### config.mk
export PLATFORM = sky130hd
export DESIGN_NAME = peri_bus_xbar
export DESIGN_NICKNAME = d
export VERILOG_FILES = /design/src/rtl/peri_bus_pkg.sv /design/src/rtl/peri_addr_decoder.sv /design/src/rtl/peri_bus_xbar.sv
export SDC_FILE = /design/constraint.sdc
export NUM_CORES = 1
export LEC_CHECK = 0
export CORE_AREA = 2 2 203 205
export CTS_BUF_LIST = sky130_fd_sc_hd__clkbuf_16
export CTS_CLUSTER_SIZE = 28
export DETAILED_ROUTE_END_ITERATION = 8
export DIE_AREA = 0 0 205 207
export GPL_TIMING_DRIVEN = 0
export HOLD_SLACK_MARGIN = 0.03
export PLACE_DENSITY = 0.7
export SLEW_MARGIN = 30
export SYNTH_ARGS = -nofsm -noshare
export SYNTH_HDL_FRONTEND = slang
export SYNTH_HIERARCHICAL = 1
export SYNTH_SLANG_ARGS = --single-unit
### constraint.sdc
create_clock -name clk_i -period 13.7 [get_ports clk_i]
set_clock_uncertainty 0.15 [all_clocks]
set_input_delay 3.425 -clock clk_i [delete_from_list [all_inputs] [get_ports clk_i]]
set_output_delay 3.425 -clock clk_i [all_outputs]
set_load 0.02 [all_outputs]
### src/rtl/peri_bus_pkg.sv
`default_nettype none
// ============================================================================
// peri_bus_pkg : shared types and defaults for the peripheral crossbar
// Revision 1.0
// ============================================================================
package peri_bus_pkg;

   typedef enum logic [1:0] {
      ST_IDLE = 2'd0,
      ST_WAIT = 2'd1,
      ST_RESP = 2'd2
   } state_t;

   localparam int c_UART = 0;
   localparam int c_CAN  = 1;
   localparam int c_LCD  = 2;
   localparam int c_PKT  = 3;

   localparam int          c_NUM_PERI_DEF   = 4;
   localparam logic [63:0] c_BASE_ADDRS_DEF = {16'h1004, 16'h1003, 16'h1002, 16'h1001};
   localparam logic [31:0] c_ERR_RDATA_DEF  = 32'hDEAD_BEEF;

endpackage
`default_nettype wire

### src/rtl/peri_addr_decoder.sv
`default_nettype none
// ============================================================================
// peri_addr_decoder : base-address match, lowest index wins on overlap
// Revision 1.0
// ============================================================================
module peri_addr_decoder
#(
   parameter int                          NUM_PERI   = 4,
   parameter int                          DEC_W      = 16,
   parameter int                          IDX_W      = 2,
   parameter logic [NUM_PERI*DEC_W-1:0]   BASE_ADDRS = '0
) (
   input  logic [DEC_W-1:0]    i_field,
   output logic [NUM_PERI-1:0] o_onehot,
   output logic                o_hit,
   output logic [IDX_W-1:0]    o_idx
);

   logic [NUM_PERI-1:0] w_match;

   for (genvar k = 0; k < NUM_PERI; k++) begin : g_match
      assign w_match[k] = (i_field == BASE_ADDRS[k*DEC_W +: DEC_W]);
   end

   assign o_hit = |w_match;

   // Scanning downward lets the lowest matching index overwrite any higher one.
   always_comb begin
      o_onehot = '0;
      o_idx    = '0;
      for (int k = NUM_PERI - 1; k >= 0; k--) begin
         if (w_match[k]) begin
            o_onehot    = '0;
            o_onehot[k] = 1'b1;
            o_idx       = IDX_W'(k);
         end
      end
   end

endmodule
`default_nettype wire

### src/rtl/peri_bus_xbar.sv
`default_nettype none
// ============================================================================
// peri_bus_xbar : single-master, one-outstanding peripheral interconnect
// Revision 1.0
// ============================================================================
module peri_bus_xbar
   import peri_bus_pkg::*;
#(
   parameter int                                    NUM_PERI    = c_NUM_PERI_DEF,
   parameter int                                    DEC_HI      = 31,
   parameter int                                    DEC_LO      = 16,
   parameter logic [NUM_PERI*(DEC_HI-DEC_LO+1)-1:0] BASE_ADDRS  = c_BASE_ADDRS_DEF,
   parameter int                                    TIMEOUT_CYC = 255,
   parameter logic [31:0]                           ERR_RDATA   = c_ERR_RDATA_DEF
) (
   input  logic                     clk_i,
   input  logic                     rst_i,
   input  logic                     peri_rden_i,
   input  logic                     peri_wren_i,
   input  logic [31:0]              peri_addr_i,
   input  logic [31:0]              peri_wdata_i,
   input  logic [3:0]               peri_wstrb_i,
   output logic                     peri_ready_o,
   output logic [31:0]              peri_rdata_o,
   output logic                     peri_err_o,
   output logic [NUM_PERI*32-1:0]   addr_32b_o,
   output logic [NUM_PERI-1:0]      wren_o,
   output logic [NUM_PERI-1:0]      rden_o,
   output logic [NUM_PERI*32-1:0]   din_32b_o,
   output logic [NUM_PERI*4-1:0]    wstrb_o,
   input  logic [NUM_PERI-1:0]      dout_32b_valid_i,
   input  logic [NUM_PERI*32-1:0]   dout_32b_i
);

   localparam int DEC_W = DEC_HI - DEC_LO + 1;
   localparam int IDX_W = (NUM_PERI > 1) ? $clog2(NUM_PERI) : 1;
   localparam int TMR_W = (TIMEOUT_CYC > 0) ? $clog2(TIMEOUT_CYC + 1) : 1;
   localparam logic [TMR_W-1:0] c_TMR_LAST = (TIMEOUT_CYC > 0) ? TMR_W'(TIMEOUT_CYC - 1) : '0;

   state_t                  r_state, w_state_nxt;
   logic [IDX_W-1:0]        r_sel, w_sel_nxt;
   logic [TMR_W-1:0]        r_timer, w_timer_nxt;
   logic                    r_ready, w_ready_nxt;
   logic [31:0]             r_rdata, w_rdata_nxt;
   logic                    r_err, w_err_nxt;
   logic [NUM_PERI-1:0]     r_rden, w_rden_nxt;
   logic [NUM_PERI-1:0]     r_wren, w_wren_nxt;
   logic [NUM_PERI*32-1:0]  r_addr, w_addr_nxt;
   logic [NUM_PERI*32-1:0]  r_din, w_din_nxt;
   logic [NUM_PERI*4-1:0]   r_wstrb, w_wstrb_nxt;

   logic [NUM_PERI-1:0]     w_dec_onehot;
   logic                    w_dec_hit;
   logic [IDX_W-1:0]        w_dec_idx;
   logic                    w_req, w_issue, w_accept, w_timeout;
   logic [31:0]             w_slave_rdata;

   peri_addr_decoder #(
      .NUM_PERI   (NUM_PERI),
      .DEC_W      (DEC_W),
      .IDX_W      (IDX_W),
      .BASE_ADDRS (BASE_ADDRS)
   ) u_dec (
      .i_field  (peri_addr_i[DEC_HI:DEC_LO]),
      .o_onehot (w_dec_onehot),
      .o_hit    (w_dec_hit),
      .o_idx    (w_dec_idx)
   );

   // Simultaneous read and write is malformed and is answered like a miss.
   assign w_req         = peri_rden_i | peri_wren_i;
   assign w_issue       = w_req && !(peri_rden_i && peri_wren_i) && w_dec_hit;
   assign w_accept      = dout_32b_valid_i[r_sel];
   assign w_slave_rdata = dout_32b_i[32*r_sel +: 32];
   assign w_timeout     = (TIMEOUT_CYC != 0) && (r_timer == c_TMR_LAST);

   always_ff @(posedge clk_i or posedge rst_i) begin
      if (rst_i) r_state <= ST_IDLE;
      else       r_state <= w_state_nxt;
   end

   always_comb begin
      w_state_nxt = r_state;
      case (r_state)
         ST_IDLE: if (w_req) w_state_nxt = w_issue ? ST_WAIT : ST_RESP;
         ST_WAIT: if (w_accept || w_timeout) w_state_nxt = ST_RESP;
         ST_RESP: w_state_nxt = ST_IDLE;
         default: w_state_nxt = ST_IDLE;
      endcase
   end

   always_comb begin
      w_sel_nxt   = r_sel;
      w_timer_nxt = r_timer;
      w_ready_nxt = 1'b0;
      w_rdata_nxt = r_rdata;
      w_err_nxt   = r_err;
      w_rden_nxt  = '0;
      w_wren_nxt  = '0;
      w_addr_nxt  = r_addr;
      w_din_nxt   = r_din;
      w_wstrb_nxt = r_wstrb;
      case (r_state)
         ST_IDLE: begin
            if (w_issue) begin
               w_rden_nxt  = w_dec_onehot & {NUM_PERI{peri_rden_i}};
               w_wren_nxt  = w_dec_onehot & {NUM_PERI{peri_wren_i}};
               w_addr_nxt  = '0;
               w_din_nxt   = '0;
               w_wstrb_nxt = '0;
               w_addr_nxt[32*w_dec_idx +: 32] = peri_addr_i;
               w_din_nxt[32*w_dec_idx +: 32]  = peri_wdata_i;
               w_wstrb_nxt[4*w_dec_idx +: 4]  = peri_wstrb_i;
               w_sel_nxt   = w_dec_idx;
               w_timer_nxt = '0;
            end else if (w_req) begin
               w_ready_nxt = 1'b1;
               w_rdata_nxt = ERR_RDATA;
               w_err_nxt   = 1'b1;
            end
         end
         ST_WAIT: begin
            // A valid on the last allowed cycle takes priority over the timeout.
            if (w_accept || w_timeout) begin
               w_ready_nxt = 1'b1;
               w_rdata_nxt = w_accept ? w_slave_rdata : ERR_RDATA;
               w_err_nxt   = !w_accept;
               w_addr_nxt  = '0;
               w_din_nxt   = '0;
               w_wstrb_nxt = '0;
            end else if (r_timer != '1) begin
               w_timer_nxt = r_timer + 1'b1;
            end
         end
         default: ;
      endcase
   end

   always_ff @(posedge clk_i or posedge rst_i) begin
      if (rst_i) begin
         r_sel   <= '0;
         r_timer <= '0;
         r_ready <= 1'b0;
         r_rdata <= '0;
         r_err   <= 1'b0;
         r_rden  <= '0;
         r_wren  <= '0;
         r_addr  <= '0;
         r_din   <= '0;
         r_wstrb <= '0;
      end else begin
         r_sel   <= w_sel_nxt;
         r_timer <= w_timer_nxt;
         r_ready <= w_ready_nxt;
         r_rdata <= w_rdata_nxt;
         r_err   <= w_err_nxt;
         r_rden  <= w_rden_nxt;
         r_wren  <= w_wren_nxt;
         r_addr  <= w_addr_nxt;
         r_din   <= w_din_nxt;
         r_wstrb <= w_wstrb_nxt;
      end
   end

   assign peri_ready_o = r_ready;
   assign peri_rdata_o = r_rdata;
   assign peri_err_o   = r_err;
   assign rden_o       = r_rden;
   assign wren_o       = r_wren;
   assign addr_32b_o   = r_addr;
   assign din_32b_o    = r_din;
   assign wstrb_o      = r_wstrb;

endmodule
`default_nettype wire
Word level (Yosys, flattened, before mapping)
Index checks and enable logic that the tools add are counted.
{ "classes": {"n_eq_ne": 13, "n_lt_le_gt_ge": 1, "reduce_logical": 14, "n_addsub": 3, "shifts": 6, "mux": 43, "bitwise_logic": 6} }
{ "ops": {"columns": ["operator", "count"], "rows": [
  ["$pmux 128 s2", 2],
  ["$mux 128", 3],
  ["$and 128x128->128", 2],
  ["$shiftx 32x34->128", 2],
  ["$mux 32", 4],
  ["$shift 32x34->128 const A", 1],
  ["$shiftx 128x8->32", 1],
  ["$eq 16x13->1 const B", 4],
  ["$pmux 32 s2", 1],
  ["$neg 4->34", 1],
  ["$neg 7->34", 1],
  ["$shift 4x34->16 const A", 1],
  ["$shiftx 4x34->16", 1],
  ["$mux 16", 2],
  ["$mux 4", 8],
  ["$pmux 16 s2", 1],
  ["$mux 8", 3],
  ["$and 16x16->16", 1],
  ["$pmux 8 s2", 1],
  ["$mux 2", 7],
  ["$ne 2x2->1 const B", 6],
  ["$add 8x1->8 const B", 1],
  ["$and 4x4->4", 2],
  ["$eq 8x8->1 const B", 1],
  ["other kinds (17)", 29]
]} }
{ "totals": {"input_bits": 204, "word_cells": 97, "ff_bits": 326} }

Depth between registers and ports, before layout
{ "logic_depth": {"ltp_word": 10, "mapped_depth": 11, "ltp_nobuf": 8} }

By module
The synthesis kept the hierarchy.
{ "modules_own_cells": {"columns": ["mod", "seq_area_each_um2", "n_inst", "area_each_um2", "cells_each"], "rows": [
  ["peri_bus_xbar", 8157.8, 1, 12599.6, 833],
  ["peri_addr_decoder", 0.0, 1, 118.9, 17]
]} }

Worst setup path after synthesis
Ideal clock, no wire load.
{ "synth_path": {"path_type": "in2reg", "from": "input peri_addr_i[21]", "to": "register r_din[100], in the netlist din_32b_o[100]", "setup_time_ns": 0.066, "required_time_ns": 13.484, "arrival_time_ns": 6.196, "path_slack_ns": 7.288, "cell_stages": 9, "path_cell_list": "nor4_2 -> nand4_2 -> nor3_1 -> inv_1 -> ha_1 -> nor4_1 -> clkbuf_1 -> clkbuf_1 -> a22o_1"} }
{ "synth_between": {"elab_chain_len": 10, "elab_cells_between_ends": 18, "classes_between": "1 x add/sub; 5 x eq/ne; 2 x shift; 6 x mux; 1 x bitwise; 3 x reduce/logical"} }
{ "synth_rtl": {"columns": ["item", "line_no", "source"], "rows": [
  ["start, declared", "peri_bus_xbar.sv:20", "input logic [31:0] peri_addr_i,"],
  ["$eq 16x13->1", "peri_addr_decoder.sv:22", "assign w_match[k] = (i_field == BASE_ADDRS[k*DEC_W +: DEC_W]);"],
  ["$mux 2 (3 in a row)", "peri_addr_decoder.sv:32", "if (w_match[k]) begin"],
  ["$mux 2 (*)", "peri_addr_decoder.sv:32", null],
  ["via w_dec_idx[0]", "peri_bus_xbar.sv:54", "logic [IDX_W-1:0] w_dec_idx;"],
  ["$neg 7->34 (*)", "peri_bus_xbar.sv:112", "w_din_nxt[32*w_dec_idx +: 32] = peri_wdata_i;"],
  ["$shiftx 32x34->128 or $shift 32x34->128 (tied branches)", "peri_bus_xbar.sv:112", null],
  ["$and 128x128->128 (no source line) (*)", null, null],
  ["$mux 128 (*)", "peri_bus_xbar.sv:105", "if (w_issue) begin"],
  ["$pmux 128 s2 (*)", "peri_bus_xbar.sv:103", "case (r_state)"],
  ["end signal, assigned", "peri_bus_xbar.sv:160", "r_din <= w_din_nxt;"],
  ["end, declared", "peri_bus_xbar.sv:49", "logic [NUM_PERI*32-1:0] r_din, w_din_nxt;"]
]} }
Mark *: on every way through the listed nets, which the timed path passes. The rest lies on a longest branch. The select of a mux whose other input is x is not followed.
A chain may end at the register's enable or synchronous reset.

Final worst setup path
{ "layout_path": {"from": "input peri_addr_i[21]", "to": "register r_addr[49], in the netlist addr_32b_o[49]"} }
{ "layout_between": {"elab_chain_len": 10, "elab_cells_between_ends": 18, "classes_between": "1 x add/sub; 5 x eq/ne; 2 x shift; 6 x mux; 1 x bitwise; 3 x reduce/logical"} }
{ "layout_rtl": {"columns": ["item", "line_no", "source"], "rows": [
  ["$eq 16x13->1", "peri_addr_decoder.sv:22", null],
  ["$mux 2 (3 in a row)", "peri_addr_decoder.sv:32", null],
  ["$mux 2 (*)", "peri_addr_decoder.sv:32", null],
  ["via w_dec_idx[0]", "peri_bus_xbar.sv:54", null],
  ["$neg 7->34 (*)", "peri_bus_xbar.sv:111", "w_addr_nxt[32*w_dec_idx +: 32] = peri_addr_i;"],
  ["$shiftx 32x34->128 or $shift 32x34->128 (tied branches)", "peri_bus_xbar.sv:111", null],
  ["$and 128x128->128 (no source line) (*)", null, null],
  ["$mux 128 (*)", "peri_bus_xbar.sv:105", null],
  ["$pmux 128 s2 (*)", "peri_bus_xbar.sv:103", null],
  ["end signal, assigned", "peri_bus_xbar.sv:159", "r_addr <= w_addr_nxt;"],
  ["end, declared", "peri_bus_xbar.sv:48", "logic [NUM_PERI*32-1:0] r_addr, w_addr_nxt;"]
]} }
Marked as above.

==> metrics.md <==
| Metric | Value |
|---|---|
| CTS Buffer Depth | 3 |
| Peak Freq | 125.7 MHz |
| Initial core utilization | 31.51% |
| Syn nets | 1062 |
| Worst Hold Class | reg2reg |
| CP delay by family, top | buffers and inverters |
| Synthesis-stage register bit count | 326 |
| Port buffer count | 517 |
| Remaining global-route overflow | 0 |
| Core ar. | 0.04037 sq mm |
| Detailed Route Iter0 Violations | 726 |
| Setup ws final | 5745 ps |
| CP cell instances | clkdlybuf4s50_1, nor4_2, nand4_2, nor3_1, inv_1, ha_1, and4_1, clkbuf_1, clkbuf_1, clkbuf_1, a22o_1 |
| Drt via density | 5.291 |
| EDFF count, synth | 0 |
| Final instance area | 0.01982 sq mm |
| Period utilization | 58.07% |
| Site Rows | 74 |
| Area of the multi-input gates | 0.004163 sq mm |
| Critical path's most frequent cell | clkbuf_1 |
| Synth Flop Type | dfrtp_1 |
| Hold_buf cts | 0 |
| Ys Warns | 6 |
| Area Growth Syn to Fin | 55.80% |
| Post CTS Setup Buffer Count | 0 |
| Dpl ws | 5079 ps |
| Worst-Margin Slew | 898.7 ps |
| Setup TNS Final | 0 ps |
| Max-Cap Viols | 0 |
| HPWL Detailed | 34.05 mm |
| Post-DP Area | 0.01867 sq mm |
| Reg clk slew, reported paths | 50 ps |
| CTS Buf Count | 38 |
| RSZ-0062 raised after global routing | false |
| CP arrival | 8280 ps |
| Nets | 1623 |
| IO Pins | 518 |
| Cell Pwr Density | 102.7 mW/mm^2 |
| Gates resized, CTS repair | 0 |
| Critical Path RT | 14030 ps |
| Slowest-stage cell, CP | nor3_1 |
| Area of the mapped netlist | 0.01272 sq mm |
| Max stage delay on crit path | 740 ps |
| Area of the die | 0.04244 sq mm |
| Ys async rst share | 100.0% |
| Wire per inst | 23.75 microns |
| Htree depth | 2 |
| Distinct cells, synth | 51 |
| Syn avg cell area | 14.96 sq um |
| Post-route minimum period | 7955 ps |
| Die W | 205 microns |
| Setup violators final | 0 |
| Pwr Total | 2.035 mW |
| # fillers | 3580 |
| Commonest non-fill, non-tap cells in the layout | 517 x clkdlybuf4s50_1, 326 x dfrtp_1, 280 x a22o_1, 39 x clkbuf_1, 38 x clkbuf_16 |
| Gpl congestion | 0.8381 |
| DR DRC count | 0 |
| Die Y | 207 microns |
| Slew headroom | 40.09% |
| FF+latch area | 0.008158 sq mm |
| Slew Limit Fails | 0 |
| Proportion of layout cells with a drive suffix above 1 | 9.743% |
| Via count of the first global-routing pass | 11050 |
| Worst-Skew Late Latency | 540 ps |
| First-pass DRT Iterations | 5 |
| Leak pwr | 8.526 nW |
| Antenna diodes | 0 |
| Startpoint Class | primary input |
| Final Hold Viols | 0 |
| Worst-path fanout max | 10 |
| WHS | 346.0 ps |
| CTS Sinks | 326 |
| CTS tree | yes |
| Via count | 10420 |
| Buffers & Inverters on Critical Path | 5 |
| Crit Path Class | in2reg |
| Antenna Nets Post-Route | 0 |
| All-Layer GR Usage | 21.71% |
| VDD IR max | 0.08568 mV |
| Initial antenna violation count | 0 |
| Most common cell after layout, fill and taps aside | clkdlybuf4s50_1 |
| Sequential-to-total area share from yosys stat | 64.14% |
| First-pass GRT wire length | 70.03 mm |
| Clock root buffer | clkbuf_16 |
| Largest net degree at the start of global routing | 95 |
| Post-Syn Instances | 850 |
| Status | complete, no violations |
| CP endpoint kind | flip-flop |
| Post-Route WL | 46.76 mm |
-- worst reg2reg max path: stages (launching register included) --
cell	delay [ps]
dfrtp_1	440
nand4bb_1	270
clkbuf_1	300
nor4b_4	790
buf_2	490
buf_1	530
a22o_1	220
-- per-stage QoR --
stage          utilization [%]  instances
6_report                 49.09       1969
5_1_grt                  49.09       1969
4_1_cts                  49.09       1969
3_5_place_dp             46.25       1903
3_3_place_gp             45.97       1899
2_1_floorplan                -        850
-- synthesized netlist by cell type (3+ instances only) --
cell      number  area [sq um]
a21oi_1        4         20.02
a22o_1       280          2452
a31o_2         3         26.28
and3_1        11         68.82
and4_1         4         35.03
buf_2         22         110.1
buf_4          9         67.56
buf_6          4         45.04
clkbuf_1      40         150.1
dfrtp_1      326          8158
ha_1           8         100.1
inv_1          7         26.28
mux4_2        33         743.2
nand2_1        7         26.28
nand2b_1       3         18.77
nand3_1        3         15.01
nand4_1        5         31.28
nor2_1         8         30.03
nor3b_1        4         30.03
o21ai_0        5         25.02
o22a_1        24         210.2
or2_2          3         18.77
-- power breakdown --
part	internal, mW	leakage (nW)	switching, mW	total (mW)
sequential	0.964	4.42	0.00107	0.965
clock	0.542	0.570	0.409	0.952
combinational	0.0653	3.54	0.0528	0.118
total	1.57	8.53	0.463	2.04
-- kinds of logic (layout without fill, tap and decap cells) --
group                    count (synthesis)  after routing  synth area share [%]
AO/OA/AOI/OAI                          328            328                 22.37
XOR/XNOR                                 1              1               0.06888
adder cells (fa/ha/maj)                  8              8                0.7870
buffers and inverters                   85            672                 3.246
flip-flops                             326            326                 64.14
multiplexers                            33             33                 5.844
AND/OR/NAND/NOR                         69             69                 3.542
-- state kept, by name, summed over array words and instances, names as in the netlist, 4 cells and up --
| register | flops |
|---|---|
| wren_o | 4 |
| wstrb_o | 16 |
| r_timer | 8 |
| rden_o | 4 |
| peri_rdata_o | 32 |
| din_32b_o | 128 |
| addr_32b_o | 128 |
-- area by class of cell --
cell class / instances / share of cell area (%)
Sequential cell: 326 / 41.17
Multi-Input combinational cell: 439 / 21.01
Buffer: 77 / 1.926
Tap cell: 532 / 3.359
Timing Repair Buffer: 521 / 26.56
Clock inverter: 28 / 0.9787
Inverter: 8 / 0.2021
Clock buffer: 38 / 4.799
-- layer usage --
| layer | track usage, % | wire length, microns | vias up |
|---|---|---|---|
| met3 | 5.145 | 3664 | 84 |
| met4 | 8.335 | 1525 | 0 |
| li1 | - | - | 4474 |
| met2 | 36.67 | 23030 | 449 |
| met5 | 0 | 0 | - |
| met1 | 26.81 | 18540 | 5411 |
-- final timing paths --
check,startpoint,to,slack [ps],cells after the start
worst max register to register,r_state[0],addr_32b_o[17],10440,6
worst min-delay path,peri_err_o,peri_err_o,350,1
worst max-delay path,peri_addr_i[21],addr_32b_o[49],5740,11
min in group asynchronous,rst_i,r_timer[6],3230,2
worst min register to register,peri_err_o,peri_err_o,350,1
max in group asynchronous,rst_i,wstrb_o[9],8990,4
No activity file was read; power rests on OpenSTA's default activity.
